<file path="src/rtl/rv_enc_pkg.sv">
// Shared RV32I encoding definitions: symbolic op codes, opcode/funct fields,
// immediate range limits and the combinational request-to-word encoder.
package rv_enc_pkg;

  typedef enum logic [4:0] {
    OP_ADD  = 5'd0,
    OP_SUB  = 5'd1,
    OP_XOR  = 5'd2,
    OP_OR   = 5'd3,
    OP_AND  = 5'd4,
    OP_SLT  = 5'd5,
    OP_ADDI = 5'd6,
    OP_XORI = 5'd7,
    OP_ORI  = 5'd8,
    OP_ANDI = 5'd9,
    OP_LW   = 5'd10,
    OP_SW   = 5'd11,
    OP_LUI  = 5'd12,
    OP_BEQ  = 5'd13,
    OP_BNE  = 5'd14,
    OP_BLT  = 5'd15,
    OP_BGE  = 5'd16
  } op_e;

  localparam logic [6:0] OPC_R      = 7'b0110011;
  localparam logic [6:0] OPC_I      = 7'b0010011;
  localparam logic [6:0] OPC_LOAD   = 7'b0000011;
  localparam logic [6:0] OPC_STORE  = 7'b0100011;
  localparam logic [6:0] OPC_LUI    = 7'b0110111;
  localparam logic [6:0] OPC_BRANCH = 7'b1100011;

  localparam logic [2:0] F3_ADD = 3'b000;
  localparam logic [2:0] F3_XOR = 3'b100;
  localparam logic [2:0] F3_OR  = 3'b110;
  localparam logic [2:0] F3_AND = 3'b111;
  localparam logic [2:0] F3_SLT = 3'b010;
  localparam logic [2:0] F3_LW  = 3'b010;
  localparam logic [2:0] F3_SW  = 3'b010;
  localparam logic [2:0] F3_BEQ = 3'b000;
  localparam logic [2:0] F3_BNE = 3'b001;
  localparam logic [2:0] F3_BLT = 3'b100;
  localparam logic [2:0] F3_BGE = 3'b101;

  localparam logic [6:0] FUNCT7_SUB = 7'b0100000;

  localparam int IMM12_MIN = -2048;
  localparam int IMM12_MAX = 2047;
  localparam int IMMB_MIN  = -4096;
  localparam int IMMB_MAX  = 4094;

  typedef enum logic [2:0] {FMT_R, FMT_I, FMT_S, FMT_U, FMT_B, FMT_BAD} fmt_e;

  typedef enum logic [1:0] {ST_IDLE, ST_LOAD, ST_DRAIN} state_e;

  typedef struct packed {
    logic        legal;
    logic [31:0] word;
  } enc_t;

  function automatic enc_t encode(input logic [4:0] op, input logic [4:0] rd,
                                  input logic [4:0] rs1, input logic [4:0] rs2,
                                  input logic [31:0] imm);
    enc_t              r;
    fmt_e              fmt;
    logic [6:0]        opc;
    logic [6:0]        f7;
    logic [2:0]        f3;
    logic signed [31:0] s;
    logic              imm12_ok;
    logic              immb_ok;
    s        = imm;
    imm12_ok = (s >= IMM12_MIN) && (s <= IMM12_MAX);
    immb_ok  = (s >= IMMB_MIN) && (s <= IMMB_MAX) && !imm[0];
    fmt = FMT_BAD;
    opc = '0;
    f3  = '0;
    f7  = '0;
    case (op)
      OP_ADD:  begin fmt = FMT_R; opc = OPC_R; f3 = F3_ADD; end
      OP_SUB:  begin fmt = FMT_R; opc = OPC_R; f3 = F3_ADD; f7 = FUNCT7_SUB; end
      OP_XOR:  begin fmt = FMT_R; opc = OPC_R; f3 = F3_XOR; end
      OP_OR:   begin fmt = FMT_R; opc = OPC_R; f3 = F3_OR;  end
      OP_AND:  begin fmt = FMT_R; opc = OPC_R; f3 = F3_AND; end
      OP_SLT:  begin fmt = FMT_R; opc = OPC_R; f3 = F3_SLT; end
      OP_ADDI: begin fmt = FMT_I; opc = OPC_I; f3 = F3_ADD; end
      OP_XORI: begin fmt = FMT_I; opc = OPC_I; f3 = F3_XOR; end
      OP_ORI:  begin fmt = FMT_I; opc = OPC_I; f3 = F3_OR;  end
      OP_ANDI: begin fmt = FMT_I; opc = OPC_I; f3 = F3_AND; end
      OP_LW:   begin fmt = FMT_I; opc = OPC_LOAD;  f3 = F3_LW; end
      OP_SW:   begin fmt = FMT_S; opc = OPC_STORE; f3 = F3_SW; end
      OP_LUI:  begin fmt = FMT_U; opc = OPC_LUI; end
      OP_BEQ:  begin fmt = FMT_B; opc = OPC_BRANCH; f3 = F3_BEQ; end
      OP_BNE:  begin fmt = FMT_B; opc = OPC_BRANCH; f3 = F3_BNE; end
      OP_BLT:  begin fmt = FMT_B; opc = OPC_BRANCH; f3 = F3_BLT; end
      OP_BGE:  begin fmt = FMT_B; opc = OPC_BRANCH; f3 = F3_BGE; end
      default: ;
    endcase
    // register fields a format does not use are left at zero
    r = '0;
    case (fmt)
      FMT_R: begin r.legal = 1'b1;     r.word = {f7, rs2, rs1, f3, rd, opc}; end
      FMT_I: begin r.legal = imm12_ok; r.word = {imm[11:0], rs1, f3, rd, opc}; end
      FMT_S: begin r.legal = imm12_ok; r.word = {imm[11:5], rs2, rs1, f3, imm[4:0], opc}; end
      FMT_U: begin r.legal = 1'b1;     r.word = {imm[19:0], rd, opc}; end
      FMT_B: begin
        r.legal = immb_ok;
        r.word  = {imm[12], imm[10:5], rs2, rs1, f3, imm[4:1], imm[11], opc};
      end
      default: ;
    endcase
    return r;
  endfunction

endpackage

</file>
<file path="src/rtl/instr_encoder_if.sv">
// Request and instruction-stream handshake bundle of the instruction encoder.
// master drives requests and accepts words; slave is the encoder view.
interface instr_encoder_if #(
  parameter int ADDR_W = 32
) ();
  logic              req_valid;
  logic              req_ready;
  logic [4:0]        req_op;
  logic [4:0]        req_rd;
  logic [4:0]        req_rs1;
  logic [4:0]        req_rs2;
  logic [31:0]       req_imm;
  logic              req_last;
  logic              out_valid;
  logic              out_ready;
  logic [31:0]       out_instr;
  logic [ADDR_W-1:0] out_addr;

  modport master (
    output req_valid, req_op, req_rd, req_rs1, req_rs2, req_imm, req_last, out_ready,
    input  req_ready, out_valid, out_instr, out_addr
  );

  modport slave (
    input  req_valid, req_op, req_rd, req_rs1, req_rs2, req_imm, req_last, out_ready,
    output req_ready, out_valid, out_instr, out_addr
  );
endinterface

</file>
<file path="src/rtl/instr_fifo.sv">
// Synchronous word FIFO with wrap-bit pointers; head is read combinationally,
// so a push becomes visible on the cycle after it is written.
module instr_fifo #(
  parameter int DEPTH = 4,
  parameter int WIDTH = 32
) (
  input  logic             clk,
  input  logic             rst_n,
  input  logic             push,
  input  logic [WIDTH-1:0] wdata,
  input  logic             pop,
  output logic [WIDTH-1:0] rdata,
  output logic             full,
  output logic             empty
);
  localparam int AW = $clog2(DEPTH);

  logic [WIDTH-1:0] mem [DEPTH];
  logic [AW:0]      wptr;
  logic [AW:0]      rptr;

  always_ff @(posedge clk) begin
    if (push && !full) mem[wptr[AW-1:0]] <= wdata;
  end

  always_ff @(posedge clk or negedge rst_n) begin
    if (!rst_n) begin
      wptr <= '0;
      rptr <= '0;
    end else begin
      if (push && !full) wptr <= wptr + (AW+1)'(1);
      if (pop && !empty) rptr <= rptr + (AW+1)'(1);
    end
  end

  assign empty = (wptr == rptr);
  assign full  = (wptr[AW] != rptr[AW]) && (wptr[AW-1:0] == rptr[AW-1:0]);
  assign rdata = mem[rptr[AW-1:0]];
endmodule

</file>
<file path="src/rtl/instr_encoder.sv">
// Encodes symbolic RV32I requests into instruction words, buffers them and
// streams them out with sequential load addresses inside a start..last session.
//   state    | meaning
//   ST_IDLE  | no session; waiting for start
//   ST_LOAD  | accepting requests until one with req_last
//   ST_DRAIN | no more requests; emptying the FIFO, done on empty
module instr_encoder
  import rv_enc_pkg::*;
#(
  parameter int                DEPTH     = 4,
  parameter int                ADDR_W    = 32,
  parameter logic [ADDR_W-1:0] BASE_ADDR = '0,
  parameter logic [ADDR_W-1:0] ADDR_STEP = ADDR_W'(4)
) (
  input  logic            clk,
  input  logic            rst_n,
  input  logic            start,
  instr_encoder_if.slave  bus,
  output logic            busy,
  output logic            done,
  output logic            err_illegal
);
  state_e            state;
  state_e            state_nxt;
  enc_t              enc;
  logic              accept;
  logic              push;
  logic              pop;
  logic              full;
  logic              empty;
  logic              open_session;
  logic [31:0]       head;
  logic [ADDR_W-1:0] addr;

  assign enc = encode(bus.req_op, bus.req_rd, bus.req_rs1, bus.req_rs2, bus.req_imm);

  assign bus.req_ready = (state == ST_LOAD) && !full;
  assign accept        = bus.req_valid && bus.req_ready;
  // illegal requests are consumed but never reach the FIFO
  assign push          = accept && enc.legal;
  assign pop           = !empty && bus.out_ready;
  assign open_session  = (state == ST_IDLE) && start;

  instr_fifo #(
    .DEPTH (DEPTH),
    .WIDTH (32)
  ) u_fifo (
    .clk   (clk),
    .rst_n (rst_n),
    .push  (push),
    .wdata (enc.word),
    .pop   (pop),
    .rdata (head),
    .full  (full),
    .empty (empty)
  );

  always_ff @(posedge clk or negedge rst_n) begin
    if (!rst_n) state <= ST_IDLE;
    else        state <= state_nxt;
  end

  always_comb begin
    state_nxt = state;
    done      = 1'b0;
    case (state)
      ST_IDLE:  if (start) state_nxt = ST_LOAD;
      ST_LOAD:  if (accept && bus.req_last) state_nxt = ST_DRAIN;
      ST_DRAIN: begin
        if (empty) begin
          state_nxt = ST_IDLE;
          done      = 1'b1;
        end
      end
      default:  state_nxt = ST_IDLE;
    endcase
  end

  assign busy = (state != ST_IDLE);

  // address is bound to the head word and only moves when that word leaves
  always_ff @(posedge clk or negedge rst_n) begin
    if (!rst_n)            addr <= BASE_ADDR;
    else if (open_session) addr <= BASE_ADDR;
    else if (pop)          addr <= addr + ADDR_STEP;
  end

  always_ff @(posedge clk or negedge rst_n) begin
    if (!rst_n)                    err_illegal <= 1'b0;
    else if (open_session)         err_illegal <= 1'b0;
    else if (accept && !enc.legal) err_illegal <= 1'b1;
  end

  assign bus.out_valid = !empty;
  assign bus.out_instr = head;
  assign bus.out_addr  = addr;
endmodule

</file>
<file path="src/flat_wrapper.sv">
// flat-port wrapper written by rule: the top's interface ports become plain ports
module instr_encoder_flat import rv_enc_pkg::*;
#(
  parameter int                DEPTH     = 4,
  parameter int                ADDR_W    = 32,
  parameter logic [ADDR_W-1:0] BASE_ADDR = '0,
  parameter logic [ADDR_W-1:0] ADDR_STEP = ADDR_W'(4)
)
  (clk, rst_n, start, busy, done, err_illegal, bus_req_valid, bus_req_op, bus_req_rd, bus_req_rs1, bus_req_rs2, bus_req_imm, bus_req_last, bus_out_ready, bus_req_ready, bus_out_valid, bus_out_instr, bus_out_addr);
  instr_encoder_if #(.ADDR_W(ADDR_W)) bus_i ();
  input  logic clk;
  input  logic rst_n;
  input  logic start;
  output logic busy;
  output logic done;
  output logic err_illegal;
  input wire logic [$bits(bus_i.req_valid)-1:0] bus_req_valid;
  input wire logic [$bits(bus_i.req_op)-1:0] bus_req_op;
  input wire logic [$bits(bus_i.req_rd)-1:0] bus_req_rd;
  input wire logic [$bits(bus_i.req_rs1)-1:0] bus_req_rs1;
  input wire logic [$bits(bus_i.req_rs2)-1:0] bus_req_rs2;
  input wire logic [$bits(bus_i.req_imm)-1:0] bus_req_imm;
  input wire logic [$bits(bus_i.req_last)-1:0] bus_req_last;
  input wire logic [$bits(bus_i.out_ready)-1:0] bus_out_ready;
  output wire logic [$bits(bus_i.req_ready)-1:0] bus_req_ready;
  output wire logic [$bits(bus_i.out_valid)-1:0] bus_out_valid;
  output wire logic [$bits(bus_i.out_instr)-1:0] bus_out_instr;
  output wire logic [$bits(bus_i.out_addr)-1:0] bus_out_addr;
  assign bus_i.req_valid = bus_req_valid;
  assign bus_i.req_op = bus_req_op;
  assign bus_i.req_rd = bus_req_rd;
  assign bus_i.req_rs1 = bus_req_rs1;
  assign bus_i.req_rs2 = bus_req_rs2;
  assign bus_i.req_imm = bus_req_imm;
  assign bus_i.req_last = bus_req_last;
  assign bus_i.out_ready = bus_out_ready;
  assign bus_req_ready = bus_i.req_ready;
  assign bus_out_valid = bus_i.out_valid;
  assign bus_out_instr = bus_i.out_instr;
  assign bus_out_addr = bus_i.out_addr;
  instr_encoder #(.DEPTH(DEPTH), .ADDR_W(ADDR_W), .BASE_ADDR(BASE_ADDR), .ADDR_STEP(ADDR_STEP)) u_core (.clk(clk), .rst_n(rst_n), .start(start), .bus(bus_i), .busy(busy), .done(done), .err_illegal(err_illegal));
endmodule
</file>
<file path="config.mk">
export PLATFORM = sky130hd
export DESIGN_NAME = instr_encoder_flat
export DESIGN_NICKNAME = d
export VERILOG_FILES = /design/src/rtl/rv_enc_pkg.sv /design/src/rtl/instr_encoder_if.sv /design/src/rtl/instr_fifo.sv /design/src/rtl/instr_encoder.sv /design/src/flat_wrapper.sv
export SDC_FILE = /design/constraint.sdc
export NUM_CORES = 1
export LEC_CHECK = 0
export ABC_AREA = 1
export CAP_MARGIN = 10
export CORE_MARGIN = 4
export CORE_UTILIZATION = 52
export CTS_CLUSTER_SIZE = 8
export DETAILED_ROUTE_END_ITERATION = 10
export PLACE_DENSITY_LB_ADDON = 0.25
export SLEW_MARGIN = 20
export SYNTH_ARGS = -nofsm -noshare
export SYNTH_HDL_FRONTEND = slang
export SYNTH_SLANG_ARGS = --single-unit
</file>
<file path="constraint.sdc">
create_clock -name clk -period 7.9 [get_ports clk]
set_input_delay 0.79 -clock clk [delete_from_list [all_inputs] [get_ports clk]]
set_output_delay 0.79 -clock clk [all_outputs]
set_load 0.02 [all_outputs]
</file>
==> results of run 1 <==
-- routing by layer --
metal,routed length [µm],global-route usage [%],part of all wire (%),vias up
met2,8927,36.00,47,288
met4,470,8.619,2.5,0
li1,-,-,-,3031
met3,1627,5.813,8.6,39
met1,7970,30.58,42,2989
met5,0,0,0,-
-- cell families (layout without fill, tap and decap cells) --
kind of cell,count (synthesis),in the layout,synth area share [%]
buffers and inverters,107,240,5.511
other,1,3,0.04843
AOI/OAI and AO/OA,161,161,12.01
DFF,159,159,59.15
and+or+nand+nor,359,359,20.85
adders and majority gates,6,6,0.9696
xor gates and xnor gates,13,13,1.471
-- where the power goes --
part / internal [mW] / total, mW / switching, mW
registers: 0.961 / 1.00 / 0.0398
logic: 0.417 / 1.11 / 0.690
clock network: 0.476 / 0.824 / 0.348
-- state kept, by name, summed over array words and instances, names as in the netlist --
signal	flops
u_core.u_fifo.mem	120
u_core.bus.out_addr	30
u_core.err_illegal	1
u_core.u_fifo.wptr	3
u_core.state	2
u_core.u_fifo.rptr	3
-- stage by stage --
stage	utilization (%)	area, µm²	hold WS (ns)
detailed placement	62.83	9131	0.4858
floorplan	-	7750	0.4647
finish	66.94	9729	0.4849
global route	66.94	9729	0.5260
global placement	62.83	9131	0.4805
CTS	66.94	9729	0.4979
-- worst paths after layout --
path | start | end | slack, ns
hold / removal | rst_n | u_core.bus.out_addr[26] | 0.48
setup / recovery | u_core.u_fifo.rptr[0] | bus_out_instr[30] | 4.11
setup reg to reg | u_core.u_fifo.rptr[0] | u_core.u_fifo.mem[3][1] | 4.76
max in group asynchronous | rst_n | u_core.u_fifo.rptr[0] | 6.80
hold reg to reg | u_core.u_fifo.rptr[2] | u_core.u_fifo.rptr[2] | 0.50
min in group clk | u_core.u_fifo.rptr[2] | u_core.u_fifo.rptr[2] | 0.50
-- cell usage in the layout (no fill, tap or decap), drive strengths merged, types with 3 or more instances in the layout --
cell type,Yosys,layout
nor2,146,146
nand2,135,135
clkdlybuf4s50,0,122
edfxtp,120,120
o21ai,95,95
inv,76,85
dfrtp,39,39
o22ai,33,33
nand3,32,32
nand4,19,19
clkbuf,21,17
nor3,16,16
xor2,11,11
a21oi,11,11
buf,8,8
o221ai,6,6
ha,6,6
clkinv,2,5
o31ai,4,4
nor4,4,4
conb,1,3
-- critical path, stage by stage, from the launching register on --
cell	delay, ns
dfrtp_2	0.34
buf_4	0.48
clkinv_1	0.38
buf_4	0.39
o21ai_0	0.25
o22ai_1	0.10
clkdlybuf4s50_1	0.60
-- final cells by class --
class | instances | share of cell area (%)
Clock buffer | 17 | 4.372
Clock inverter | 15 | 1.775
Inverter | 78 | 3.035
Multi-Input combinational cell | 542 | 28.23
Sequential cell | 159 | 47.08
Tap cell | 184 | 2.366
Timing Repair Buffer | 130 | 13.14
==> qor.yml, run 1 <==
rows: 44
grt_max_degree: 64
netlist.area_leader.share_pct: 46.54
drt_iter0_drc: 547
nFillCells: 1120
post_drt_via_cell_ratio: 5.642
syn_to_final_growth_pct: 25.66
hold_buffers: 0
rsz0062_at_grt: "no"
r2r_cells: 9
num_vias: 6347
yosysMostFrequentCell: "nor2_1"
setup_viol: 0
syn_inst: 806
multi_input_area_um2: 2746
grt_remaining_overflow: 0
irDropWorstVdd_mv: 0.1789
ys_top_cells_by_area: "edfxtp_1, dfrtp_1, nor2_1"
dieArea_um2: 16910
dp_hpwl_mm: 13.11
layout_setup_ws_ns: 4.109
io_pins: 127
register_area_um2: 4581
wire_per_inst_um: 16.88
fin_cells: 1125
grt_pass1_wl_mm: 29.81
slew_headroom_pct: 33.30
hold_class: "in -> async"
fmax_mhz: 263.8
clock_path_buffers: 2
ys_seq_elements: 159
wl_mm: 19.00
power_density_nw_per_um2: 301.3
gp_congestion: 0.9441
initial_core_util_pct: 53.27
post-place-cells: 1093
dr.pass1.iters: 5
yosysSeqAreaShare_pct: 59.15
syn_avg_cell_area_um2: 9.606
fin_skew_ns: 0.01227
status: "complete, no violations"
diodes: 0
postCtsResizedCells: 0
critPathRequiredTime_ns: 7.11
cts_root_buf: "clkbuf_16"
detail-route-antenna-nets: 0
cts_tree: "built"
grt_pass1_vias: 5847
drv_cap: 0
grt_usage_pct: 22.80
async_reset_ff_share_pct: 24.53
power.static_leakage_nw: 3.639
ys_types: 49
clk_latency_ns: 0.43
total_power_mw: 2.931
clk_pin_slew_ns: 0.06
synth_top_cells_by_count: "nor2_1, nand2_1, edfxtp_1"
yosysTopAreaCell: "edfxtp_1"
slew_viol_final: 0
cp-start-kind: "register"
drive_gt1_share_pct: 8.183
drc_errors: 0
synth_edf_count: 120
period_share_pct: 47.99
finalSetupTns_ns: 0
cts_made_buffers: 17
ys.flop_type: "edfxtp_1"
die_w_um: 130.0
io_buffers: 123
worst-setup-path-type: "reg -> out"
dp_slack_ns: 4.229
coreArea_um2: 14530
yosysWarnings: 0
cts_setup_buffers: 0
min_period_ns: 3.791
worst_setup_path_end_kind: "output port"
die-height_um: 130.0
clkSinkCount: 159
antenna_found_initial: 0
crit_fanout: 63
layout.nets: 992
syn_area_um2: 7742
htreeDepth: 4
hold_viol: 0
worst_slew_pin_slew_ns: 0.9995
crit_arrival_ns: 3.00
No activity file was read; power rests on OpenSTA's default activity.
==> inputs of run 2 (changes only) <==
--- a/config.mk
+++ b/config.mk
@@ -8,7 +8,7 @@
 export ABC_AREA = 1
 export CAP_MARGIN = 10
 export CORE_MARGIN = 4
-export CORE_UTILIZATION = 52
+export CORE_UTILIZATION = 49
 export CTS_CLUSTER_SIZE = 8
 export DETAILED_ROUTE_END_ITERATION = 10
 export PLACE_DENSITY_LB_ADDON = 0.25
==> constraint.sdc (replaced) <==
create_clock -name clk -period 3.1 [get_ports clk]
set_input_delay 0.31 -clock clk [delete_from_list [all_inputs] [get_ports clk]]
set_output_delay 0.31 -clock clk [all_outputs]
set_load 0.02 [all_outputs]
==> run 2 against run 1 <==
  * Non-clock buffer count increased by 9
  * Clock skew decreased by 0.0039 ns
  * Combinational power increased to 2.6 times the previous value
  * Via count increased by 0.20%
  * Critical path depth unchanged
  * Largest power group unchanged
  * Critical endpoint is now done
==> qor.yml, run 2 (same netlist as run 1, synthesis figures left out) <==
clock_path_buffers: 2
syn_to_final_growth_pct: 26.54
worst_setup_path_end_kind: "output port"
hold_viol: 0
power.static_leakage_nw: 3.672
post_drt_via_cell_ratio: 5.478
layout_setup_ws_ns: 0.2915
grt_pass1_wl_mm: 31.27
drt_iter0_drc: 608
status: "complete, no violations"
final_area_um2: 9797
grt_usage_pct: 22.13
hold_buffers: 0
crit_arrival_ns: 2.50
fin_skew_ns: 0.008333
grt_remaining_overflow: 0
fin_cells: 1161
wl_mm: 19.51
gp_congestion: 0.9683
power_density_nw_per_um2: 755.6
critPathRequiredTime_ns: 2.79
setup_viol: 0
cts_setup_buffers: 0
io_pins: 127
clkSinkCount: 159
rows: 45
dr.pass1.iters: 5
antenna_found_initial: 0
diodes: 0
drive_gt1_share_pct: 9.158
drc_errors: 0
grt_pass1_vias: 6131
irDropWorstVdd_mv: 0.6535
worst_slew_pin_slew_ns: 0.8770
initial_core_util_pct: 50.56
largest_reg_flops: 120
io_buffers: 123
clk_latency_ns: 0.43
hold_class: "in -> async"
rsz0062_at_grt: "no"
min_period_ns: 2.809
wire_per_inst_um: 16.80
die-height_um: 133.7
coreArea_um2: 15310
slew_headroom_pct: 41.54
cts_root_buf: "clkbuf_16"
nFillCells: 1266
die_w_um: 133.7
cts_made_buffers: 17
crit_fanout: 45
drv_cap: 0
detail-route-antenna-nets: 0
layout.nets: 1001
cts_tree: "built"
clk_pin_slew_ns: 0.06
period_share_pct: 90.60
total_power_mw: 7.402
dieArea_um2: 17880
htreeDepth: 4
mostFrequentLayoutCell: "nor2_1"
worst-setup-path-type: "reg -> out"
postCtsResizedCells: 0
dp_slack_ns: 0.4293
cp-start-kind: "register"
mostFrequentLayoutCells: "nor2_1, nand2_1, clkdlybuf4s50_1"
fmax_mhz: 356.1
num_vias: 6360
placed_cell_area_um2: 9245
post-place-cells: 1129
dp_hpwl_mm: 13.86
slew_viol_final: 0
finalSetupTns_ns: 0
grt_max_degree: 46
-- run 2: cell types whose count changed in the layout (fill, tap and decap cells not counted) --
cell       delta
bufinv_16     -2
inv_6         -1
clkinv_2      +3
inv_8         +1
clkinv_1      -1
buf_4         +8
buf_12        +1
-- run 2: path summary, 6_finish.rpt --
path                       slack, ns                       end                   from  cells after the start
setup / recovery                0.29                      done  u_core.u_fifo.rptr[0]                      6
hold reg to reg                 0.49     u_core.u_fifo.rptr[2]  u_core.u_fifo.rptr[2]                      1
min in group clk                0.47           u_core.state[1]           bus_req_last                      3
max in group asynchronous       2.49     u_core.u_fifo.rptr[0]                  rst_n                      1
setup reg to reg                0.56  u_core.u_fifo.mem[1][19]  u_core.u_fifo.rptr[0]                      9
hold / removal                 0.003           u_core.state[1]                  rst_n                      1
-- run 2: layout make-up --
type                            count  area, µm²  area share, %
Sequential cell                   159       4581          46.76
Multi-Input combinational cell    542       2746          28.03
Timing Repair Buffer              139       1359          13.87
Clock buffer                       17      425.4          4.342
Inverter                           78      295.3          3.014
Tap cell                          211      264.0          2.695
Clock inverter                     15      126.4          1.290
-- run 2: worst max-delay path: stages, from the launching register on --
cell and delay, ns:
dfrtp_2 0.61, buf_12 0.27, xor2_1 0.12, nor2_2 0.18
nand2_4 0.11, nor3_1 0.15, clkdlybuf4s50_1 0.63
-- run 2: layer usage --
| layer | track usage (%) | share of wire [%] | vias to the layer above |
|---|---|---|---|
| met4 | 8.457 | 2.3 | 0 |
| met5 | 0 | 0 | - |
| li1 | - | - | 3055 |
| met1 | 29.91 | 43 | 2984 |
| met2 | 34.95 | 47 | 282 |
| met3 | 5.060 | 7.7 | 39 |
-- run 2: power by group --
part           leakage, nW  internal [mW]  total (mW)  switching, mW
Combinational         1.77           1.12        2.85           1.74
Sequential            1.63           2.45        2.61          0.162
Clock                0.275           1.05        1.94          0.887
Total                 3.67           4.62        7.40           2.79
-- run 2: through the flow --
stage                     hold WS [ns]  util, %
after CTS                      0.01617    63.97
after global placement          0.4760    60.37
after floorplan                0.01441        -
after global routing           0.07035    63.97
after detailed placement        0.4770    60.37
final                         0.003404    63.97
